===== config.mk =====
export PLATFORM = sky130hd
export DESIGN_NAME = seg_mux_display
export DESIGN_NICKNAME = d
export VERILOG_FILES = /design/src/rtl/seg7_pkg.sv /design/src/rtl/seg7_decode.sv /design/src/rtl/seg_mux_display.sv
export SDC_FILE = /design/constraint.sdc
export NUM_CORES = 1
export LEC_CHECK = 0
export BUFFER_PORTS_ARGS = -buffer_cell sky130_fd_sc_hd__clkbuf_2
export CORE_AREA = 2 2 91 93
export CTS_CLUSTER_DIAMETER = 120
export DETAILED_ROUTE_END_ITERATION = 8
export DIE_AREA = 0 0 93 95
export PLACE_DENSITY = 0.7
export RECOVER_POWER = 50
export SETUP_SLACK_MARGIN = 0.4
export SKIP_LAST_GASP = 1
export SLEW_MARGIN = 20
export SYNTH_ARGS = -nofsm -noshare
export SYNTH_HDL_FRONTEND = slang
export SYNTH_HIERARCHICAL = 1
export SYNTH_SLANG_ARGS = --single-unit

===== constraint.sdc =====
create_clock -name clk -period 4.4 [get_ports clk]
set_clock_uncertainty 0.2 [all_clocks]
set_input_delay 0.66 -clock clk [delete_from_list [all_inputs] [get_ports clk]]
set_output_delay 0.66 -clock clk [all_outputs]
set_load 0.02 [all_outputs]

===== src/rtl/seg7_pkg.sv =====
// Shared constants and helpers for the multiplexed 7-segment display driver.
package seg7_pkg;

  // Active-low segment pattern that turns every segment a..g off.
  localparam logic [6:0] SEG_BLANK = 7'h7F;

  // Active-low a..g patterns for hex digits 0..F (bit 0 = a, bit 6 = g).
  localparam logic [6:0] SEG_TABLE [16] = '{
    7'h40, 7'h79, 7'h24, 7'h30,
    7'h19, 7'h12, 7'h02, 7'h78,
    7'h00, 7'h18, 7'h08, 7'h03,
    7'h27, 7'h21, 7'h06, 7'h0E
  };

  // Counter width for a modulus of n, never narrower than one bit.
  function automatic int unsigned clog2_min1(input int unsigned n);
    return (n <= 1) ? 1 : $clog2(n);
  endfunction

endpackage


===== src/rtl/seg7_decode.sv =====
// Combinational hex-to-segment decoder with leading-zero blank and decimal point.
module seg7_decode
  import seg7_pkg::*;
(
  input  logic [3:0] hex,
  input  logic       blank,
  input  logic       dp,
  output logic [7:0] seg
);

  // Segment bits are active-low, so a lit dp drives bit 7 low.
  always_comb begin
    seg = {~dp, (blank ? SEG_BLANK : SEG_TABLE[hex])};
  end

endmodule


===== src/rtl/seg_mux_display.sv =====
// Multiplexed common-anode hex display driver: slot scan, per-frame input latch,
// leading-zero blanking, blink, PWM brightness and anti-ghosting dead time.
module seg_mux_display
  import seg7_pkg::*;
#(
  parameter int unsigned NUM_DIGITS   = 4,
  parameter int unsigned DIV_COUNT    = 65536,
  parameter int unsigned DEAD_CYCLES  = 16,
  parameter int unsigned BRIGHT_W     = 4,
  parameter int unsigned BLINK_FRAMES = 64,
  parameter int unsigned SIMULATE     = 0
) (
  input  logic                    clk,
  input  logic                    reset,
  input  logic                    enable,
  input  logic [4*NUM_DIGITS-1:0] value,
  input  logic [NUM_DIGITS-1:0]   dp,
  input  logic                    blank_lz,
  input  logic [NUM_DIGITS-1:0]   blink_mask,
  input  logic [BRIGHT_W-1:0]     brightness,
  output logic [NUM_DIGITS-1:0]   anodes,
  output logic [7:0]              segments,
  output logic                    tick,
  output logic                    frame_start
);

  localparam int unsigned SLOT_LEN = (SIMULATE != 0) ? (DEAD_CYCLES + 2) : DIV_COUNT;
  localparam int unsigned DIV_W    = clog2_min1(SLOT_LEN);
  localparam int unsigned IDX_W    = clog2_min1(NUM_DIGITS);
  localparam int unsigned FRM_W    = clog2_min1(BLINK_FRAMES);

  localparam logic [DIV_W-1:0] DIV_LAST  = DIV_W'(SLOT_LEN - 1);
  localparam logic [DIV_W-1:0] DEAD_END  = DIV_W'(DEAD_CYCLES);
  localparam logic [IDX_W-1:0] IDX_LAST  = IDX_W'(NUM_DIGITS - 1);
  localparam logic [FRM_W-1:0] FRM_LAST  = FRM_W'(BLINK_FRAMES - 1);

  // State registers
  logic [DIV_W-1:0]        div_cnt_q, div_cnt_d;
  logic [IDX_W-1:0]        idx_q, idx_d;
  logic [FRM_W-1:0]        frame_cnt_q, frame_cnt_d;
  logic                    blink_phase_q, blink_phase_d;
  logic [BRIGHT_W-1:0]     pwm_cnt_q, pwm_cnt_d;
  logic                    tick_q, tick_d;
  logic                    frame_start_q, frame_start_d;
  logic [4*NUM_DIGITS-1:0] value_q, value_d;
  logic [NUM_DIGITS-1:0]   dp_q, dp_d;
  logic                    blank_lz_q, blank_lz_d;
  logic [NUM_DIGITS-1:0]   blink_mask_q, blink_mask_d;
  logic [NUM_DIGITS-1:0]   anodes_q, anodes_d;
  logic [7:0]              segments_q, segments_d;

  logic slot_end;
  logic frame_end;
  logic pwm_on;

  assign slot_end  = (div_cnt_q == DIV_LAST);
  assign frame_end = slot_end && (idx_q == IDX_LAST);
  assign pwm_on    = (pwm_cnt_q < brightness) || (&brightness);

  // Per-digit view of the latched value and the leading-zero blank mask.
  logic [3:0]            digit [NUM_DIGITS];
  logic [NUM_DIGITS:1]   zero_from;  // zero_from[k]: digits k..NUM_DIGITS-1 are all zero
  logic [NUM_DIGITS-1:0] lz_blank;

  assign zero_from[NUM_DIGITS] = 1'b1;

  for (genvar k = 0; k < NUM_DIGITS; k++) begin : g_digit
    assign digit[k] = value_q[4*k +: 4];
    if (k == 0) begin : g_lsd
      assign lz_blank[k] = 1'b0;
    end else begin : g_upper
      assign zero_from[k] = (value_q[4*k +: 4] == 4'h0) && zero_from[k+1];
      assign lz_blank[k]  = blank_lz_q && zero_from[k];
    end
  end

  // Currently scanned digit.
  logic [3:0] cur_hex;
  logic       cur_blank;
  logic       cur_dp;
  logic       cur_blink_off;
  logic [7:0] dec_seg;

  assign cur_hex       = digit[idx_q];
  assign cur_blank     = lz_blank[idx_q];
  assign cur_dp        = dp_q[idx_q];
  assign cur_blink_off = blink_phase_q && blink_mask_q[idx_q];

  seg7_decode u_decode (
    .hex   (cur_hex),
    .blank (cur_blank),
    .dp    (cur_dp),
    .seg   (dec_seg)
  );

  // Slot divider, digit index, frame latch, blink and PWM next state.
  always_comb begin
    div_cnt_d     = div_cnt_q + 1'b1;
    idx_d         = idx_q;
    frame_cnt_d   = frame_cnt_q;
    blink_phase_d = blink_phase_q;
    pwm_cnt_d     = pwm_cnt_q + 1'b1;
    tick_d        = slot_end;
    frame_start_d = frame_end;
    value_d       = value_q;
    dp_d          = dp_q;
    blank_lz_d    = blank_lz_q;
    blink_mask_d  = blink_mask_q;

    if (slot_end) begin
      div_cnt_d = '0;
      idx_d     = (idx_q == IDX_LAST) ? '0 : idx_q + 1'b1;
    end

    if (frame_end) begin
      value_d      = value;
      dp_d         = dp;
      blank_lz_d   = blank_lz;
      blink_mask_d = blink_mask;
      if (frame_cnt_q == FRM_LAST) begin
        frame_cnt_d   = '0;
        blink_phase_d = ~blink_phase_q;
      end else begin
        frame_cnt_d = frame_cnt_q + 1'b1;
      end
    end
  end

  // Pin drive: anodes stay off through the dead time while segments already switch.
  always_comb begin
    anodes_d   = '1;
    segments_d = 8'hFF;
    if (enable) begin
      if (!cur_blink_off) begin
        segments_d = dec_seg;
      end
      if ((div_cnt_q >= DEAD_END) && pwm_on) begin
        anodes_d[idx_q] = 1'b0;
      end
    end
  end

  // State and output registers with asynchronous reset.
  always_ff @(posedge clk or posedge reset) begin
    if (reset) begin
      div_cnt_q     <= '0;
      idx_q         <= '0;
      frame_cnt_q   <= '0;
      blink_phase_q <= 1'b0;
      pwm_cnt_q     <= '0;
      tick_q        <= 1'b0;
      frame_start_q <= 1'b0;
      value_q       <= '0;
      dp_q          <= '0;
      blank_lz_q    <= 1'b0;
      blink_mask_q  <= '0;
      anodes_q      <= '1;
      segments_q    <= 8'hFF;
    end else begin
      div_cnt_q     <= div_cnt_d;
      idx_q         <= idx_d;
      frame_cnt_q   <= frame_cnt_d;
      blink_phase_q <= blink_phase_d;
      pwm_cnt_q     <= pwm_cnt_d;
      tick_q        <= tick_d;
      frame_start_q <= frame_start_d;
      value_q       <= value_d;
      dp_q          <= dp_d;
      blank_lz_q    <= blank_lz_d;
      blink_mask_q  <= blink_mask_d;
      anodes_q      <= anodes_d;
      segments_q    <= segments_d;
    end
  end

  assign anodes      = anodes_q;
  assign segments    = segments_q;
  assign tick        = tick_q;
  assign frame_start = frame_start_q;

endmodule


==> qor.yml, run 1 <==
grt_overflow: 0
hold_slack_ps: 275
syn-cell-area_um2: 3410
setup_tns_ps: 0
synth_fp_nets: 325
grt_usage_pct: 16.2
htree_levels: 3
postCtsHoldBufs: 0
cap_viol_max_count: 1
fill_cells: 718
nets: 374
worst_pin_slew_ps: 2030
rsz0062_at_grt: "false"
rows: 33
vias: 2240
ant_nets: 0
finalSetupViolations: 0
drc: 0
path_class: "input port to asynchronous set/reset pin"
synth_ff_type: "dfrtp_1"
worst_path_largest_cell_delay_ps: 1160
die_y_um: 95
start_util_pct: 43.0
power_density_nw_per_um2: 319
slew_headroom_pct: -36.0
final-max-slew-violation-count: 49
grt_antenna_before_repair: 0
clk_latency_ps: 350
placed_cells: 420
io_pins: 46
yosys-top-cells-count: "dfrtp_1 (56), mux2_4 (20), inv_1 (18)"
cts.path.max_buffers: 2
p_leak_nw: 1.91
dieArea_um2: 8840
synth.area.top_cells: "dfrtp_1 (41%), dfstp_2 (9.2%), mux2_4 (8.8%)"
arrival_ps: 2830
grt_max_degree: 49
power_mw: 1.25
yosys.area.top_type: "dfrtp_1"
firstDrtPassIters: 4
synthArstFlopShare_pct: 100
gp_congestion: 0.915
numCtsBuffers: 9
clk_pin_slew_ps: 60
grt_pass1_wl_um: 11000
io_buffer_count: 45
postCtsSetupBuffers: 0
layout_min_cycle_time_ps: 2740
vdd_drop_max_uv: 120
cts_tree: "built"
wl_per_cell_um: 14.3
cts_resized: 0
antenna_cells: 0
cts_root_buf: "clkbuf_8"
cts_sinks: 68
hpwl_um: 4490
syn_to_final_growth_pct: 14.8
via_per_inst: 5.14
wl_um: 6240
synth_warnings: 6
synth_cells: 277
avgSynthCellArea_um2: 12.3
fin_crit_sh_pct: 62.4
final-instance-count-excl-fill: 436
final-seq-area_um2: 1720
synth_cell_types: 40
hold_viol: 0
cp-start-kind: "input port"
grt_pass1_vias: 2282
layout-drive-gt1-share_pct: 33.8
synth-edff-count: 0
crit_chain: "clkbuf_2 > clkinvlp_2 > clkbuf_1"
coreArea_um2: 7930
min_path_type: "flip-flop to flip-flop"
seq_area_frac_synth_pct: 50.3
worst-endpoint-required_ps: 4480
synth-seq-cells: 68
violations: "max-capacitance violations, max-slew violations"
yosysTopAreaCellShare_pct: 41.1
dieWidth_um: 93
status: "complete, but fails checks"
cp-end-kind: "asynchronous set/reset pin"
multiInputGateArea_um2: 1570
clock.fmax_mhz: 364
drt_iter0_markers: 99
worstPathMaxFanout: 48
yosysMostFrequentCell: "dfrtp_1"
slowest_stage: "clkinvlp_2"
[cells in the final DEF, fill, tap and decap left out, types with 6 or more instances in the layout]
cell type  instances
and3_1             6
clkbuf_2          45
clkbuf_8          10
dfrtp_1           56
dfstp_2           12
ha_1              16
inv_1             17
mux2_2             7
mux2_4            20
mux4_2             6
nand2_1            8
nand2b_1          10
nand3_1           12
nor2_1            13
nor3_1             6
nor4_1             9
o21ai_0           10
xnor2_1           11
xor2_1             7
[layer usage]
| layer | vias up | track usage (%) | routed length, µm | share of wire (%) |
|---|---|---|---|---|
| met2 | 34 | 24.6 | 2870 | 46 |
| met1 | 1104 | 21.7 | 3030 | 49 |
| met3 | 12 | 3.59 | 199 | 3.2 |
| met5 | - | 0 | 0 | 0 |
| met4 | 0 | 8.95 | 139 | 2.2 |
| li1 | 1090 | - | - | - |
[stage by stage]
step	util, %	setup WS [ps]	area (µm²)
2_1_floorplan	-	1850	3410
3_3_place_gp	47.0	1890	3720
3_5_place_dp	47.0	1800	3720
4_1_cts	49.4	1810	3920
5_1_grt	49.4	1130	3920
6_report	49.4	1660	3920
[area by class of cell]
class	instances	share of cell area (%)
Clock buffer	11	3.61
Clock inverter	5	1.34
Inverter	18	1.76
Multi-Input combinational cell	182	40.1
Sequential cell	68	43.8
Tap cell	105	3.35
Timing Repair Buffer	47	6.04
[registers in the layout (all words and copies together), names as in the netlist]
signal and cells:
anodes 4, div_cnt_q 16, frame_cnt_q 6, blank_lz_q 1, blink_phase_q 1, idx_q 2, segments 8, blink_mask_q 4
value_q 16, dp_q 4, tick 1, frame_start 1, pwm_cnt_q 4
[worst max-delay path: cells and delay by family]
kind,cells,cell delay (ps)
buffers and inverters,3,2150
[cell families (layout without fill, tap and decap cells)]
family / count (synthesis) / count (layout) / share of synthesized area (%)
xor gates and xnor gates: 18 / 18 / 4.62
buffers and inverters: 27 / 81 / 3.70
muxes: 34 / 34 / 15.4
adders and majority gates: 16 / 16 / 5.87
and+or+nand+nor: 79 / 79 / 13.3
AOI/OAI and AO/OA: 35 / 35 / 6.78
DFF: 68 / 68 / 50.3
[worst paths after layout]
| check | start | to | slack [ps] | cells after the start |
|---|---|---|---|---|
| max | reset | div_cnt_q[3] | 1660 | 3 |
| min | pwm_cnt_q[0] | pwm_cnt_q[0] | 280 | 1 |
| max reg2reg | idx_q[0] | segments[3] | 1790 | 6 |
| min reg2reg | pwm_cnt_q[0] | pwm_cnt_q[0] | 280 | 1 |
| max in group clk | idx_q[0] | segments[3] | 1790 | 6 |
| min in group asynchronous | reset | value_q[14] | 630 | 2 |
[report_power, final]
group / switching [mW] / total, mW / internal (mW)
Sequential: 0.0108 / 0.658 / 0.647
Clock: 0.224 / 0.499 / 0.274
Combinational: 0.0479 / 0.0911 / 0.0432
Total: 0.283 / 1.25 / 0.965
Note: power is estimated with default switching activity, not from simulation.
==> inputs of run 2 (changes only) <==
--- a/config.mk
+++ b/config.mk
@@ -5,12 +5,13 @@
 export SDC_FILE = /design/constraint.sdc
 export NUM_CORES = 1
 export LEC_CHECK = 0
+export ABC_AREA = 1
 export BUFFER_PORTS_ARGS = -buffer_cell sky130_fd_sc_hd__clkbuf_2
-export CORE_AREA = 2 2 91 93
+export CORE_AREA = 2 2 92 94
 export CTS_CLUSTER_DIAMETER = 120
 export DETAILED_ROUTE_END_ITERATION = 8
-export DIE_AREA = 0 0 93 95
-export PLACE_DENSITY = 0.7
+export DIE_AREA = 0 0 94 96
+export PLACE_DENSITY = 0.71
 export RECOVER_POWER = 50
 export SETUP_SLACK_MARGIN = 0.4
 export SKIP_LAST_GASP = 1
==> constraint.sdc (replaced) <==
create_clock -name clk -period 2.7 [get_ports clk]
set_clock_uncertainty 0.2 [all_clocks]
set_input_delay 0.405 -clock clk [delete_from_list [all_inputs] [get_ports clk]]
set_output_delay 0.405 -clock clk [all_outputs]
set_load 0.02 [all_outputs]
==> run 2 against run 1 <==
Compared with the run above: the run now ends clean; setup slack lost 1100 ps; flip-flop and latch count is the same; synthesized area grew 3.4%; final area grew 4.1%; wire length grew 14%; synthesized cell count grew 59%; global-route usage grew 1.2 points; core utilization grew 1.2 points; cell count grew 39%; critical path type is now flip-flop to flip-flop; critical endpoint is now segments[3].
==> qor.yml, run 2 <==
p_int_mw: 1.38  # +43%
min_path_type: "input port to flip-flop"
synth-edff-count: 0  # unchanged
avgSynthCellArea_um2: 8.02  # -35%
yosysTopAreaCellShare_pct: 39.7  # -1.4 points
cts_tree: "built"
fin_crit_sh_pct: 81.1
clkPwrFrac_pct: 38.7  # -1.3 points
wl_per_cell_um: 11.7  # -18%
status: "finished, final reports clean"
gp_congestion: 0.874  # -4.5%
p_comb_share_pct: 3.7  # -3.6 points
clk_pin_slew_ps: 80  # +20 ps
firstDrtPassIters: 4  # unchanged
syn_to_final_growth_pct: 15.5
worst-endpoint-required_ps: 2760  # -1720 ps
grt_pass1_vias: 2720  # +19%
fill_cells: 782  # +8.9%
synth_cell_types: 34  # -15%
path_class: "flip-flop to flip-flop"
hpwl_um: 5190  # +16%
nets: 546  # +46%
synth_warnings: 6  # unchanged
hold_slack_ps: 54.5  # -221 ps
cp-end-kind: "flip-flop"
final-seq-area_um2: 1720  # about the same
utilization_pct: 50.6  # +1.2 points
synth.area.top_cells: "dfrtp_1 (40%), nand2_1 (17%), dfstp_2 (8.9%)"
yosysMostFrequentCell: "nand2_1"
synth-seq-cells: 68  # unchanged
setup_tns_ps: 0  # unchanged
clock.fmax_mhz: 457
dpl-instance-area_um2: 3890  # +4.4%
p_leak_nw: 2.03  # +6.3%
wl_um: 7120  # +14%
cts_root_buf: "clkbuf_8"
power_density_nw_per_um2: 437  # +37%
grt_usage_pct: 17.4  # +1.2 points
rsz0062_at_grt: "false"
p_switching_uw: 405  # +43%
hold_viol: 0  # unchanged
start_util_pct: 43.8  # +0.80 points
p_seq_share_pct: 57.7  # +5.0 points
die_y_um: 96  # +1.1%
synth_ff_type: "dfrtp_1"
syn-cell-area_um2: 3530  # +3.4%
clk_latency_ps: 340  # about the same
slew_headroom_pct: 44.5  # +80 points
cap_viol_max_count: 0  # -1
grt_antenna_before_repair: 0  # unchanged
layout-drive-gt1-share_pct: 18.9  # -15 points
drc: 0  # unchanged
yosys-top-cells-count: "nand2_1 (161), dfrtp_1 (56), nor2_1 (46)"
drt_iter0_markers: 142  # +43%
antenna_cells: 0  # unchanged
postLayoutCellArea_um2: 4080  # +4.1%
grt_pass1_wl_um: 12400  # +12%
finalSetupViolations: 0  # unchanged
io_pins: 46  # unchanged
final_cell_mix: "nand2_1 (162), dfrtp_1 (55), nor2_1 (47), clkbuf_2 (35), inv_1 (34)"
synth_cells: 440  # +59%
coreArea_um2: 8050  # +1.6%
layout_min_cycle_time_ps: 2190
grt_overflow: 0  # unchanged
yosys.area.top_type: "dfrtp_1"
cts_sinks: 68  # unchanged
cp-start-kind: "flip-flop"
dieArea_um2: 9020  # +2.1%
dieWidth_um: 94  # +1.1%
worstPathMaxFanout: 11  # -77%
p_sw_share_pct: 22.7  # +0.025 points
numCtsBuffers: 9  # unchanged
synth_fp_nets: 488  # +50%
rows: 33  # unchanged
multiInputGateArea_um2: 1610  # +2.6%
vdd_drop_max_uv: 283  # +140%
grt_max_degree: 37  # -24%
io_buffer_count: 45  # unchanged
synthArstFlopShare_pct: 100  # unchanged
vias: 2912  # +30%
final_common_cell: "nand2_1"
worst_pin_slew_ps: 831  # -1200 ps
via_per_inst: 4.80  # -6.6%
cts.path.max_buffers: 2  # unchanged
htree_levels: 3  # unchanged
ant_nets: 0  # unchanged
seq_area_frac_synth_pct: 48.6  # -1.7 points
arrival_ps: 2250  # -580 ps
final-max-slew-violation-count: 0  # -100%
## run 2: cell count changes in the layout (fill, tap and decap cells not counted), moves of 8 or more
cell | before | now
nand2b_1 | 10 | 0
nand2_1 | 8 | 162
clkbuf_1 | 2 | 14
mux2_4 | 20 | 0
nand3_1 | 12 | 32
inv_1 | 17 | 34
clkbuf_2 | 45 | 35
xnor2_1 | 11 | 3
nor2_1 | 13 | 47
or2_2 | 0 | 9
## run 2: metal layers
metal	GRT usage, %	share of wire [%]	vias up
li1	-	-	1495
met1	24.2	50	1334
met2	27.0	45	80
met3	4.23	4.9	3
met4	5.80	0.46	0
met5	0	0	-
## run 2: timing repair
item | in CTS | in global routing
hold buffers | 1 | 0
pin swaps | 1 | 2
buffers inserted | 1 | 3
resized for setup | 2 | 6
hold endpoints to repair | 15 | 0
endpoints found under the setup margin | 3 | 3
## run 2: cells by family (layout without fill, tap and decap cells)
logic type,Yosys count,count (layout),share of synthesized area [%]
and+or+nand+nor,265,265,31.7
xor gates and xnor gates,13,13,3.23
AOI/OAI and AO/OA,28,28,4.50
DFF,68,68,48.6
buffers and inverters,50,112,6.24
adders and majority gates,16,16,5.67
## run 2: layout make-up
cell class | count | share of cell area (%)
inverter | 40 | 3.87
sequential | 68 | 42.1
multi-input combinational | 322 | 39.5
timing repair buffer | 57 | 7.40
clock inverter | 4 | 0.675
clock buffer | 11 | 3.22
tap | 105 | 3.22
## run 2: final timing paths
path	endpoint	slack [ps]	cells after the start	from
worst min-delay path	value_q[3]	50	3	value[3]
max in group asynchronous	idx_q[1]	590	4	reset
min in group asynchronous	div_cnt_q[8]	560	3	reset
worst min register to register	div_cnt_q[0]	280	1	div_cnt_q[0]
worst max register to register	segments[3]	510	11	idx_q[1]
worst max-delay path	segments[3]	510	11	idx_q[1]
## run 2: worst max-delay path, cell delays in order (launching register included)
cell,delay (ps)
dfrtp_2,500
inv_4,130
o21ai_0,110
o22ai_2,190
inv_2,110
ha_4,290
inv_1,40
nand2_1,60
nand2_1,70
nand2_1,70
nand3_2,50
or2_2,290
## run 2: through the flow
stage	worst slack, ps	instances	power [mW]
after floorplan	403	440	1.08
after global placement	396	587	1.11
after detailed placement	278	587	1.12
after CTS	405	604	1.82
after global routing	283	607	1.87
final	510	607	1.78
## run 2: power by group through the flow
| stage | Clock [mW] | Combinational, mW | Sequential [mW] |
|---|---|---|---|
| after floorplan | 0 | 0.0237 | 1.05 |
| after global placement | 0 | 0.0672 | 1.05 |
| after detailed placement | 0 | 0.0686 | 1.05 |
| after CTS | 0.718 | 0.0699 | 1.03 |
| after global routing | 0.763 | 0.0754 | 1.03 |
| final | 0.690 | 0.0653 | 1.03 |
==> inputs of run 3 (changes only) <==
==> constraint.sdc (replaced) <==
create_clock -name clk -period 2.1 [get_ports clk]
set_clock_uncertainty 0.2 [all_clocks]
set_input_delay 0.315 -clock clk [delete_from_list [all_inputs] [get_ports clk]]
set_output_delay 0.315 -clock clk [all_outputs]
set_load 0.02 [all_outputs]
==> run 3 against run 2 <==
Compared with the run above: the flow now finishes with violations (negative setup slack); power is 56% higher; global-route usage is 2.8 points higher; first-iteration DRC count is 15% higher; largest power group is now clock; register-to-register slack got worse by 550 ps; setup slack got worse by 550 ps; clock power increased by 94%; largest cell class is now multi-input combinational cells; final area up 28%; non-clock buffer count up 66; critical path depth is the same.
==> qor.yml, run 3 (same netlist as run 2, synthesis figures left out) <==
worst-endpoint-required_ps: 2170  # -590 ps
fin_ws_ps: -36.1  # -547 ps
clk_latency_ps: 350  # about the same
worst_path_most_repeated_cell: "nand2_1"
cts_sinks: 68  # unchanged
critPathTopFamily: "simple AND/OR/NAND/NOR gates"
htree_levels: 3  # unchanged
final_common_cell: "nand2_1"
layout_min_cycle_time_ps: 2140  # -53.5 ps
violations: "negative setup slack"
r2r_slack_ps: -40  # -550 ps
cts_root_buf: "clkbuf_8"
utilization_pct: 64.6  # +14 points
status: "complete, but fails checks"
worst_path_largest_cell_delay_ps: 400  # -100 ps
vdd_drop_max_uv: 347  # +23%
layout-drive-gt1-share_pct: 37.8  # +19 points
fin_crit_sh_pct: 102  # +21 points
slowest_stage: "dfrtp_1"
grt_pass1_vias: 3265  # +20%
power_density_nw_per_um2: 536  # +22%
io_buffer_count: 45  # unchanged
clock.fmax_mhz: 468  # +2.5%
finalSetupViolations: 3  # +3
vias: 3454  # +19%
cts.path.max_buffers: 2  # unchanged
cp-start-kind: "flip-flop"
path_class: "flip-flop to flip-flop"
dp_slack_ps: 2.16  # -276 ps
arrival_ps: 2210  # -40 ps
crit_buf_inv: 3  # unchanged
antenna_cells: 0  # unchanged
grt_max_degree: 40  # +8.1%
timing.rr.end: "segments[0]"
final-max-slew-violation-count: 0  # unchanged
cts_tree: "built"
wl_um: 9860  # +39%
worst_pin_slew_ps: 960  # +129 ps
slew_headroom_pct: 36.0  # -8.5 points
dieWidth_um: 94  # unchanged
gp_congestion: 0.928  # +6.1%
drt_iter0_markers: 164  # +15%
min_path_type: "input port to flip-flop"
worstPathMaxFanout: 7  # -4
via_per_inst: 5.09  # +6.0%
start_util_pct: 43.8  # unchanged
die_y_um: 96  # unchanged
crit_chain: "buf_6 > nor2_4 > o32ai_4 > inv_2 > buf_4 > ha_4 > nand2_1 > nand2_1 > nand2_1 > nand3_1 > or2_4"
min_path_cells: 4  # +1
grt_antenna_before_repair: 0  # unchanged
wl_per_cell_um: 14.5  # +24%
io_pins: 46  # unchanged
numCtsBuffers: 9  # unchanged
hpwl_um: 5500  # +6.0%
final_cell_mix: "nand2_1 (129), dfrtp_1 (53), clkbuf_2 (46), nor2_1 (41), nand2_2 (32)"
rsz0062_at_grt: "true"
cp-end-kind: "flip-flop"
grt_usage_pct: 20.2  # +2.8 points
cap_viol_max_count: 0  # unchanged
holdPathEnd: "anodes[3]"
grt_pass1_wl_um: 14400  # +16%
rr_worst_depth: 11  # unchanged
p_leak_nw: 2.47  # +21%
syn_to_final_growth_pct: 47.3
drc: 0  # unchanged
grt_overflow: 0  # unchanged
clk_pin_slew_ps: 90  # about the same
nets: 617  # +13%
dieArea_um2: 9020  # unchanged
hold_viol: 0  # unchanged
setup_tns_ps: -50.5  # -50.5 ps
r2r_start: "idx_q[0]"
coreArea_um2: 8050  # unchanged
firstDrtPassIters: 5  # +1
worstHoldStart: "enable"
ant_nets: 0  # unchanged
rows: 33  # unchanged
==> run 3: tightest hold or removal path: cells and delay by family <==
kind / cells / cell delay (ps)
buffers and inverters: 2 / 200
and+or+nand+nor: 2 / 130
==> run 3: layout make-up <==
class / count / area [µm²]
fillers: 616 / 2850
multi-input cells: 325 / 1950
flip-flops and latches: 68 / 1720
repair buffers: 123 / 960
inverters: 40 / 169
well taps: 105 / 131
clock buffers: 9 / 124
clock inverters: 7 / 124
repair inverters: 2 / 20.0
==> run 3: where the power goes <==
part	internal (mW)	switching (mW)
Clock	0.797	0.539
Combinational	0.0662	0.0627
Sequential	1.32	0.00181
Total	2.18	0.603
==> run 3: routing by layer <==
layer | routed length [µm] | share of wire (%) | vias up | track usage (%)
met2 | 5040 | 51 | 126 | 33.6
li1 | - | - | 1641 | -
met3 | 475 | 4.8 | 30 | 3.99
met1 | 4030 | 41 | 1657 | 25.2
met4 | 316 | 3.2 | 0 | 10.4
met5 | 0 | 0 | - | 0
==> run 3: worst max path at each step <==
stage / startpoint / to / slack, ps / cells after the start
global placement: idx_q[1] / segments[3] / 50 / 9
finish: idx_q[0] / segments[0] / -40 / 11
detailed placement: idx_q[1] / segments[3] / 2 / 10
global route: idx_q[0] / segments[0] / -60 / 11
floorplan: idx_q[0] / segments[3] / 30 / 12
CTS: idx_q[0] / segments[3] / 110 / 11
==> run 3: repair_timing <==
| action | 4_1_cts | 5_1_grt |
|---|---|---|
| gates cloned | 3 | 4 |
| hold endpoints to repair | 81 | 0 |
| endpoints found under the setup margin | 42 | 49 |
| pin swaps | 22 | 38 |
| hold buffers | 26 | 0 |
| buffers inserted | 21 | 11 |
| resized for setup | 51 | 55 |
==> run 3: through the flow <==
stage                     power, mW  instance area [µm²]  hold WS, ps  instances
after floorplan                1.39                 3610          225        440
after global placement         1.43                 4020          222        598
after detailed placement       1.44                 4020          237        598
after CTS                      2.80                 4920         80.0        664
after global routing           2.88                 5200          122        679
final                          2.79                 5200          116        679
